**src/rtl/ifu_fetch_pkg.sv**
```systemverilog
// Shared types and constants for the instruction fetch stage.
// Includes the fetch-queue entry layout, the FSM state encoding and a PC alignment helper.
package ifu_fetch_pkg;

    localparam int unsigned PC_SIZE = 32;
    localparam logic [31:0] IFU_NOP = 32'h0000_0013;

    typedef enum logic [1:0] {
        ST_RESET = 2'b00,
        ST_RUN   = 2'b01,
        ST_DRAIN = 2'b10,
        ST_HALT  = 2'b11
    } ifu_state_e;

    typedef struct packed {
        logic [PC_SIZE-1:0] pc;
        logic [31:0]        ir;
        logic               err;
    } fq_entry_t;

    function automatic logic [PC_SIZE-1:0] pc_align(input logic [PC_SIZE-1:0] pc);
        return {pc[PC_SIZE-1:2], 2'b00};
    endfunction

endpackage

```
**src/rtl/ifu_fq.sv**
```systemverilog
// Small synchronous FIFO holding {pc, instruction, error} entries for decode.
// A clear may coincide with a push, in which case the pushed entry becomes the only entry.
module ifu_fq
    import ifu_fetch_pkg::*;
#(
    parameter int unsigned DEPTH = 2,
    localparam int unsigned AW = $clog2(DEPTH),
    localparam int unsigned CW = $clog2(DEPTH) + 1
) (
    input  logic          clk,
    input  logic          rst_n,
    input  logic          clear,
    input  logic          push,
    input  logic          pop,
    input  fq_entry_t     push_data,
    output fq_entry_t     head_data,
    output logic [CW-1:0] count
);

    logic [AW-1:0] rd_ptr_r;
    logic [AW-1:0] wr_ptr_r;
    logic [AW-1:0] wr_idx_s;
    logic [CW-1:0] count_r;
    fq_entry_t     mem_r [DEPTH];

    // write slot: a clear restarts the ring at slot 0
    always_comb begin
        wr_idx_s = wr_ptr_r;
        if (clear) begin
            wr_idx_s = {AW{1'b0}};
        end else begin
            wr_idx_s = wr_ptr_r;
        end
    end

    // pointer and occupancy tracking
    always_ff @(posedge clk) begin
        if (!rst_n) begin
            rd_ptr_r <= {AW{1'b0}};
            wr_ptr_r <= {AW{1'b0}};
            count_r  <= {CW{1'b0}};
        end else if (clear) begin
            rd_ptr_r <= {AW{1'b0}};
            wr_ptr_r <= push ? AW'(1) : {AW{1'b0}};
            count_r  <= push ? CW'(1) : {CW{1'b0}};
        end else begin
            if (push) begin
                wr_ptr_r <= wr_ptr_r + 1'b1;
            end
            if (pop) begin
                rd_ptr_r <= rd_ptr_r + 1'b1;
            end
            case ({push, pop})
                2'b10:   count_r <= count_r + 1'b1;
                2'b01:   count_r <= count_r - 1'b1;
                default: count_r <= count_r;
            endcase
        end
    end

    // entry storage
    always_ff @(posedge clk) begin
        if (!rst_n) begin
            for (int i = 0; i < int'(DEPTH); i++) begin
                mem_r[i] <= '{pc: 32'h0000_0000, ir: 32'h0000_0000, err: 1'b0};
            end
        end else if (push) begin
            mem_r[wr_idx_s] <= push_data;
        end
    end

    assign head_data = mem_r[rd_ptr_r];
    assign count     = count_r;

endmodule

```
**src/rtl/ifu_fetch.sv**
```systemverilog
// Instruction fetch stage: sequential PC generation, credit-limited memory requests, redirect handling.
// Optional misaligned-redirect trap enabled by defining CIRNO_IFU_MISALIGN_CHK_EN.
module ifu_fetch
    import ifu_fetch_pkg::*;
#(
    parameter logic [31:0] RESET_PC = 32'h0000_0000,
    parameter int unsigned FQ_DEPTH = 2,
    parameter int unsigned MAX_OUTS = 2
) (
    input  logic        clk,
    input  logic        rst_n,
    output logic        o_req_valid,
    input  logic        i_req_ready,
    output logic [31:0] o_req_addr,
    input  logic        i_rsp_valid,
    input  logic [31:0] i_rsp_data,
    input  logic        i_rsp_err,
    input  logic        i_flush,
    input  logic [31:0] i_flush_pc,
    output logic [31:0] o_ir,
    output logic [31:0] o_pc,
    output logic        o_ir_err,
    output logic        o_ir_valid,
    input  logic        i_dec_ready
);

    localparam int unsigned OW = $clog2(MAX_OUTS) + 1;
    localparam int unsigned CW = $clog2(FQ_DEPTH) + 1;

    logic          rst_n_q_r;
    ifu_state_e    state_r;
    ifu_state_e    state_nxt_s;
    ifu_state_e    flush_tgt_s;
    logic [31:0]   req_pc_r;
    logic [31:0]   rsp_pc_r;
    logic [OW-1:0] outs_r;
    logic [OW-1:0] outs_nxt_s;
    logic [OW-1:0] drop_r;
    logic [OW-1:0] drop_nxt_s;
    logic [CW-1:0] fq_count_s;
    logic          credit_s;
    logic          req_allow_s;
    logic          req_hs_s;
    logic          rsp_acc_s;
    logic          push_s;
    logic          pop_s;
    logic          misalign_s;
    fq_entry_t     push_data_s;
    fq_entry_t     head_s;

`ifdef CIRNO_IFU_MISALIGN_CHK_EN
    assign misalign_s = i_flush & (i_flush_pc[1:0] != 2'b00);
`else
    assign misalign_s = 1'b0;
`endif

    // request credit, handshakes and queue control
    always_comb begin
        credit_s    = ((32'(fq_count_s) + 32'(outs_r)) < 32'(FQ_DEPTH)) && (32'(outs_r) < 32'(MAX_OUTS));
        req_allow_s = rst_n_q_r && ((state_r == ST_RUN) || (state_r == ST_DRAIN));
        o_req_valid = req_allow_s & credit_s & ~i_flush;
        req_hs_s    = o_req_valid & i_req_ready;
        // responses with nothing outstanding (e.g. left over from before reset) are ignored
        rsp_acc_s   = i_rsp_valid & rst_n_q_r & (outs_r != {OW{1'b0}});
        outs_nxt_s  = outs_r + OW'(req_hs_s) - OW'(rsp_acc_s);
        push_s      = (rsp_acc_s & (drop_r == {OW{1'b0}}) & ~i_flush) | misalign_s;
        pop_s       = o_ir_valid & i_dec_ready & ~i_flush;
        if (misalign_s) begin
            push_data_s = '{pc: i_flush_pc, ir: IFU_NOP, err: 1'b1};
        end else begin
            push_data_s = '{pc: rsp_pc_r, ir: i_rsp_data, err: i_rsp_err};
        end
    end

    // responses still in flight at a redirect become the drop budget
    always_comb begin
        drop_nxt_s = drop_r;
        if (i_flush) begin
            drop_nxt_s = outs_nxt_s;
        end else if (rsp_acc_s && (drop_r != {OW{1'b0}})) begin
            drop_nxt_s = drop_r - 1'b1;
        end else begin
            drop_nxt_s = drop_r;
        end
    end

    // fetch FSM next state
    always_comb begin
        state_nxt_s = state_r;
        if (misalign_s) begin
            flush_tgt_s = ST_HALT;
        end else if (drop_nxt_s != {OW{1'b0}}) begin
            flush_tgt_s = ST_DRAIN;
        end else begin
            flush_tgt_s = ST_RUN;
        end
        case (state_r)
            ST_RESET: state_nxt_s = ST_RUN;
            ST_RUN: begin
                if (i_flush) begin
                    state_nxt_s = flush_tgt_s;
                end else begin
                    state_nxt_s = ST_RUN;
                end
            end
            ST_DRAIN: begin
                if (i_flush) begin
                    state_nxt_s = misalign_s ? ST_HALT : ST_DRAIN;
                end else if (drop_nxt_s == {OW{1'b0}}) begin
                    state_nxt_s = ST_RUN;
                end else begin
                    state_nxt_s = ST_DRAIN;
                end
            end
`ifdef CIRNO_IFU_MISALIGN_CHK_EN
            ST_HALT: begin
                if (i_flush) begin
                    state_nxt_s = flush_tgt_s;
                end else begin
                    state_nxt_s = ST_HALT;
                end
            end
`endif
            default: state_nxt_s = ST_RESET;
        endcase
    end

    // control and PC registers
    always_ff @(posedge clk) begin
        if (!rst_n) begin
            rst_n_q_r <= 1'b0;
            state_r   <= ST_RESET;
            req_pc_r  <= RESET_PC;
            rsp_pc_r  <= RESET_PC;
            outs_r    <= {OW{1'b0}};
            drop_r    <= {OW{1'b0}};
        end else begin
            rst_n_q_r <= 1'b1;
            state_r   <= state_nxt_s;
            outs_r    <= outs_nxt_s;
            drop_r    <= drop_nxt_s;
            if (i_flush) begin
                req_pc_r <= pc_align(i_flush_pc);
                rsp_pc_r <= pc_align(i_flush_pc);
            end else begin
                if (req_hs_s) begin
                    req_pc_r <= req_pc_r + 32'd4;
                end
                if (push_s) begin
                    rsp_pc_r <= rsp_pc_r + 32'd4;
                end
            end
        end
    end

    ifu_fq #(
        .DEPTH(FQ_DEPTH)
    ) u_fq (
        .clk      (clk),
        .rst_n    (rst_n),
        .clear    (i_flush),
        .push     (push_s),
        .pop      (pop_s),
        .push_data(push_data_s),
        .head_data(head_s),
        .count    (fq_count_s)
    );

    assign o_req_addr = req_pc_r;
    assign o_ir_valid = (fq_count_s != {CW{1'b0}});
    assign o_ir       = head_s.ir;
    assign o_pc       = head_s.pc;
    assign o_ir_err   = head_s.err;

endmodule

```
**config.mk**
```make
export PLATFORM = sky130hd
export DESIGN_NAME = ifu_fetch
export DESIGN_NICKNAME = d
export VERILOG_FILES = /design/src/rtl/ifu_fetch_pkg.sv /design/src/rtl/ifu_fq.sv /design/src/rtl/ifu_fetch.sv
export SDC_FILE = /design/constraint.sdc
export NUM_CORES = 1
export LEC_CHECK = 0
export BUFFER_PORTS_ARGS = -buffer_cell sky130_fd_sc_hd__buf_4
export CAP_MARGIN = 20
export CORE_MARGIN = 2
export CORE_UTILIZATION = 35
export DETAILED_ROUTE_END_ITERATION = 16
export HOLD_SLACK_MARGIN = 0.12
export PLACE_DENSITY = 0.55
export SYNTH_ARGS = -nofsm -noshare
export SYNTH_HDL_FRONTEND = slang
export SYNTH_SLANG_ARGS = --single-unit
```
**constraint.sdc**
```tcl
create_clock -name clk -period 14.4 [get_ports clk]
set_input_delay 0.72 -clock clk [delete_from_list [all_inputs] [get_ports clk]]
set_output_delay 0.72 -clock clk [all_outputs]
set_load 0.01 [all_outputs]
```
==> metrics.md <==
| Metric | Value |
|---|---|
| Unrepaired setup endpoints after global routing | `no` |
| Final Max Slew Viols | `0` |
| Top FF cell, synth | `edfxtp_1` |
| Core area | `26,700 um^2` |
| Max-cap violations | `0` |
| #FFs+latches synth | `198` |
| M3 GR Usage | `3.93%` |
| Worst min path class | `flip-flop to flip-flop` |
| Die Ht | `168 um` |
| Num CTS Buffers | `17` |
| DRT Wirelength | `24,900 um` |
| Largest family of logic cells by synthesized area | `simple AND/OR/NAND/NOR gates` |
| Vias in the first global route | `6,833` |
| Crit share post-route | `22.7%` |
| Kind of critical path | `flip-flop to flip-flop` |
| Mux cell area share after synthesis | `8.20%` |
| Slew margin rel. | `37.1%` |
| Starting Density | `35.4%` |
| GRT met1 Usage | `26.4%` |
| Vias/cell | `5.22` |
| Clock root cell | `clkbuf_16` |
| Post-synthesis xor/xnor area fraction | `3.70%` |
| Clock Path Buffers | `2` |
| Initial antenna violation count | `0` |
| Worst skew pair latency | `0.44 ns` |
| CP Max Fanout | `15` |
| # hold bufs at CTS | `0` |
| Fin crit period | `3.27 ns` |
| CP startpoint kind | `flip-flop` |
| Drt wl/cell | `18.5 um` |
| Post-synth EDFFs | `126` |
| HPWL after DPL | `15,800 um` |
| First-pass GRT wire length | `39,200 um` |
| Share of cells above drive strength 1 | `28.7%` |
| Final hold violation count | `0` |
| Post-synthesis sequential area ratio | `55.2%` |
| Htree depth | `4` |
| All-layer global routing usage | `17.7%` |
| Nets | `1,070` |
| Most frequent cells in the layout | `172 x buf_4, 126 x edfxtp_1, 75 x and3_1, 70 x dfxtp_1, 68 x and2_1` |
| Crit path DAT | `3.59 ns` |
| Placed cell area | `11,000 um^2` |
| CTS tree | `built` |
| Setup violators final | `0` |
| I/O pins | `170` |
| CTS clk-pin slew, worst paths | `0.08 ns` |
| PortBufs | `163` |
| Die area | `28,400 um^2` |
| CTS sink count | `198` |
| Busiest layer in global routing | `met1` |
| Drt initial violations | `438` |
| Synthesized-area fraction occupied by adder cells | `1.40%` |
| Required @ worst endpoint | `14.72 ns` |
| Synth cell types | `61` |
| Antenna diodes | `0` |
| Setup Fix Bufs, Post-CTS | `0` |
| Syn Area/Cell | `11.1 um^2` |
| Dpl ws | `10.77 ns` |
| PD cells | `106 nW/um^2` |
| Synth warn | `0` |
| Synth Area in Simple Gates | `19.6%` |
| Least-Margin Pin Slew | `0.943 ns` |
| Most common cell after layout, fill and taps aside | `buf_4` |
| Status | `completed` |
| Skew final | `0.0144 ns` |
| Total negative slack | `0 ns` |
| CP endpoint kind | `flip-flop` |
| PnR worst setup slack | `11.13 ns` |
| Compound-Gate Fraction of Synth Area | `8.69%` |
| Async set-reset flop share out of synthesis | `0%` |
| 1st-pass router iterations | `4` |
| Congestion Overflow GR | `0` |
| Met2 Use GR | `26.3%` |
| Final Instance Area | `11,600 um^2` |
| Post-synthesis cell area | `9460 um^2` |
| Peak VDD IR | `74.1 uV` |
| Highest clock rate | `306 MHz` |
| Largest net degree at the start of global routing | `70` |
| DR DRC count | `0` |
| Die width | `168 um` |
| Via count | `7,016` |
| Synth Instances | `849` |
| # resized after CTS | `0` |
| Antenna Violating Nets Remaining | `0` |
| Leak | `4.65 nW` |
| Std-Cell Rows | `60` |
| P&R area growth vs syn | `22.1%` |
| GPL Wtd Cong | `0.836` |
==> synth_stat cells, types with 3 or more instances <==
cell      instances  area share (%)
buf_2             7            0.37
xnor2_1          15             1.4
a31oi_1          10            0.66
a41oi_1           3            0.28
inv_1            15            0.59
nand3_1          31             1.6
nand2_1          50             2.0
xor2_1           25             2.3
o21ai_0          30             1.6
nor4_1            7            0.46
ha_1              9             1.2
and3_1           75             5.0
nand4_1          25             1.7
buf_4             4            0.32
o211ai_1          6            0.48
a21oi_1          42             2.2
o22ai_1           6            0.40
and4_1            6            0.56
clkbuf_1         42             1.7
and2_1           68             4.5
o311ai_1          4            0.37
nor2_2            3            0.20
or3_1             3            0.20
nor2_1           33             1.3
nor3_1           10            0.53
dfxtp_1          72              15
edfxtp_1        126              40
a22oi_1          11            0.87
o21ai_1           8            0.42
mux2_2           63             7.5
mux2_1            5            0.59
==> metrics by stage <==
step	utilization, %	power [mW]	hold slack (ns)	instances
after global routing	43.2	1.27	0.512	1343
after detailed placement	41.1	0.767	0.500	1310
after global placement	41.1	0.766	0.487	1310
after floorplan	-	0.710	0.472	852
final	43.2	1.22	0.526	1343
after CTS	43.2	1.23	0.503	1342
==> area by class of cell <==
cell class	count	area, um^2
clock buffers	18	429
flip-flops and latches	198	5230
fillers	2587	15200
inverters	16	60.1
clock inverters	14	130
well taps	341	427
repair buffers	173	1300
multi-input cells	583	3980
==> routing by layer <==
layer / share of wire, % / vias to the layer above
li1: - / 3406
met1: 50 / 3373
met2: 44 / 226
met3: 6.0 / 11
met4: 0.66 / 0
met5: 0 / -
==> worst paths after layout <==
path / start / end / slack [ns] / cells past startpoint
setup / recovery: outs_r[0] / state_r[0] / 11.13 / 13
hold / removal: u_fq.rd_ptr_r / flip-flop / 0.53 / 2
setup reg to reg: outs_r[0] / state_r[0] / 11.13 / 13
hold reg to reg: u_fq.rd_ptr_r / flip-flop / 0.53 / 2
==> worst max-delay path, cell delays in order (launching register included) <==
cell      delay [ns]
dfxtp_1         0.40
and2_1          0.16
fa_1            0.41
and4bb_1        0.35
and3_4          0.33
inv_2           0.17
ha_1            0.31
inv_1           0.04
ha_1            0.17
xnor2_1         0.13
xnor2_1         0.29
o21ai_0         0.13
a21oi_1         0.18
o31ai_1         0.08
==> state kept, by name, indices dropped and copies added, names as in the netlist, named ones only <==
| signal | flops |
|---|---|
| drop_r | 2 |
| u_fq.mem_r | 126 |
| state_r | 2 |
| u_fq.count | 2 |
| o_req_addr | 30 |
| rst_n_q_r | 1 |
| u_fq.wr_ptr_r | 1 |
| u_fq.rd_ptr_r | 1 |
| outs_r | 2 |
| rsp_pc_r | 30 |
==> where the power goes <==
part / internal (mW) / leakage (nW) / switching [mW] / total [mW]
logic: 0.0485 / 2.48 / 0.0570 / 0.106
clock network: 0.230 / 0.270 / 0.237 / 0.467
registers: 0.626 / 1.90 / 0.0213 / 0.648
==> cell families after synthesis <==
group           after synthesis
simple gates                325
xor+xnor                     40
mux                          69
flops                       198
other cells                   1
fa+ha+maj                    10
buf+inv                      71
compound gates              135
Note: power is estimated with default switching activity, not from simulation.
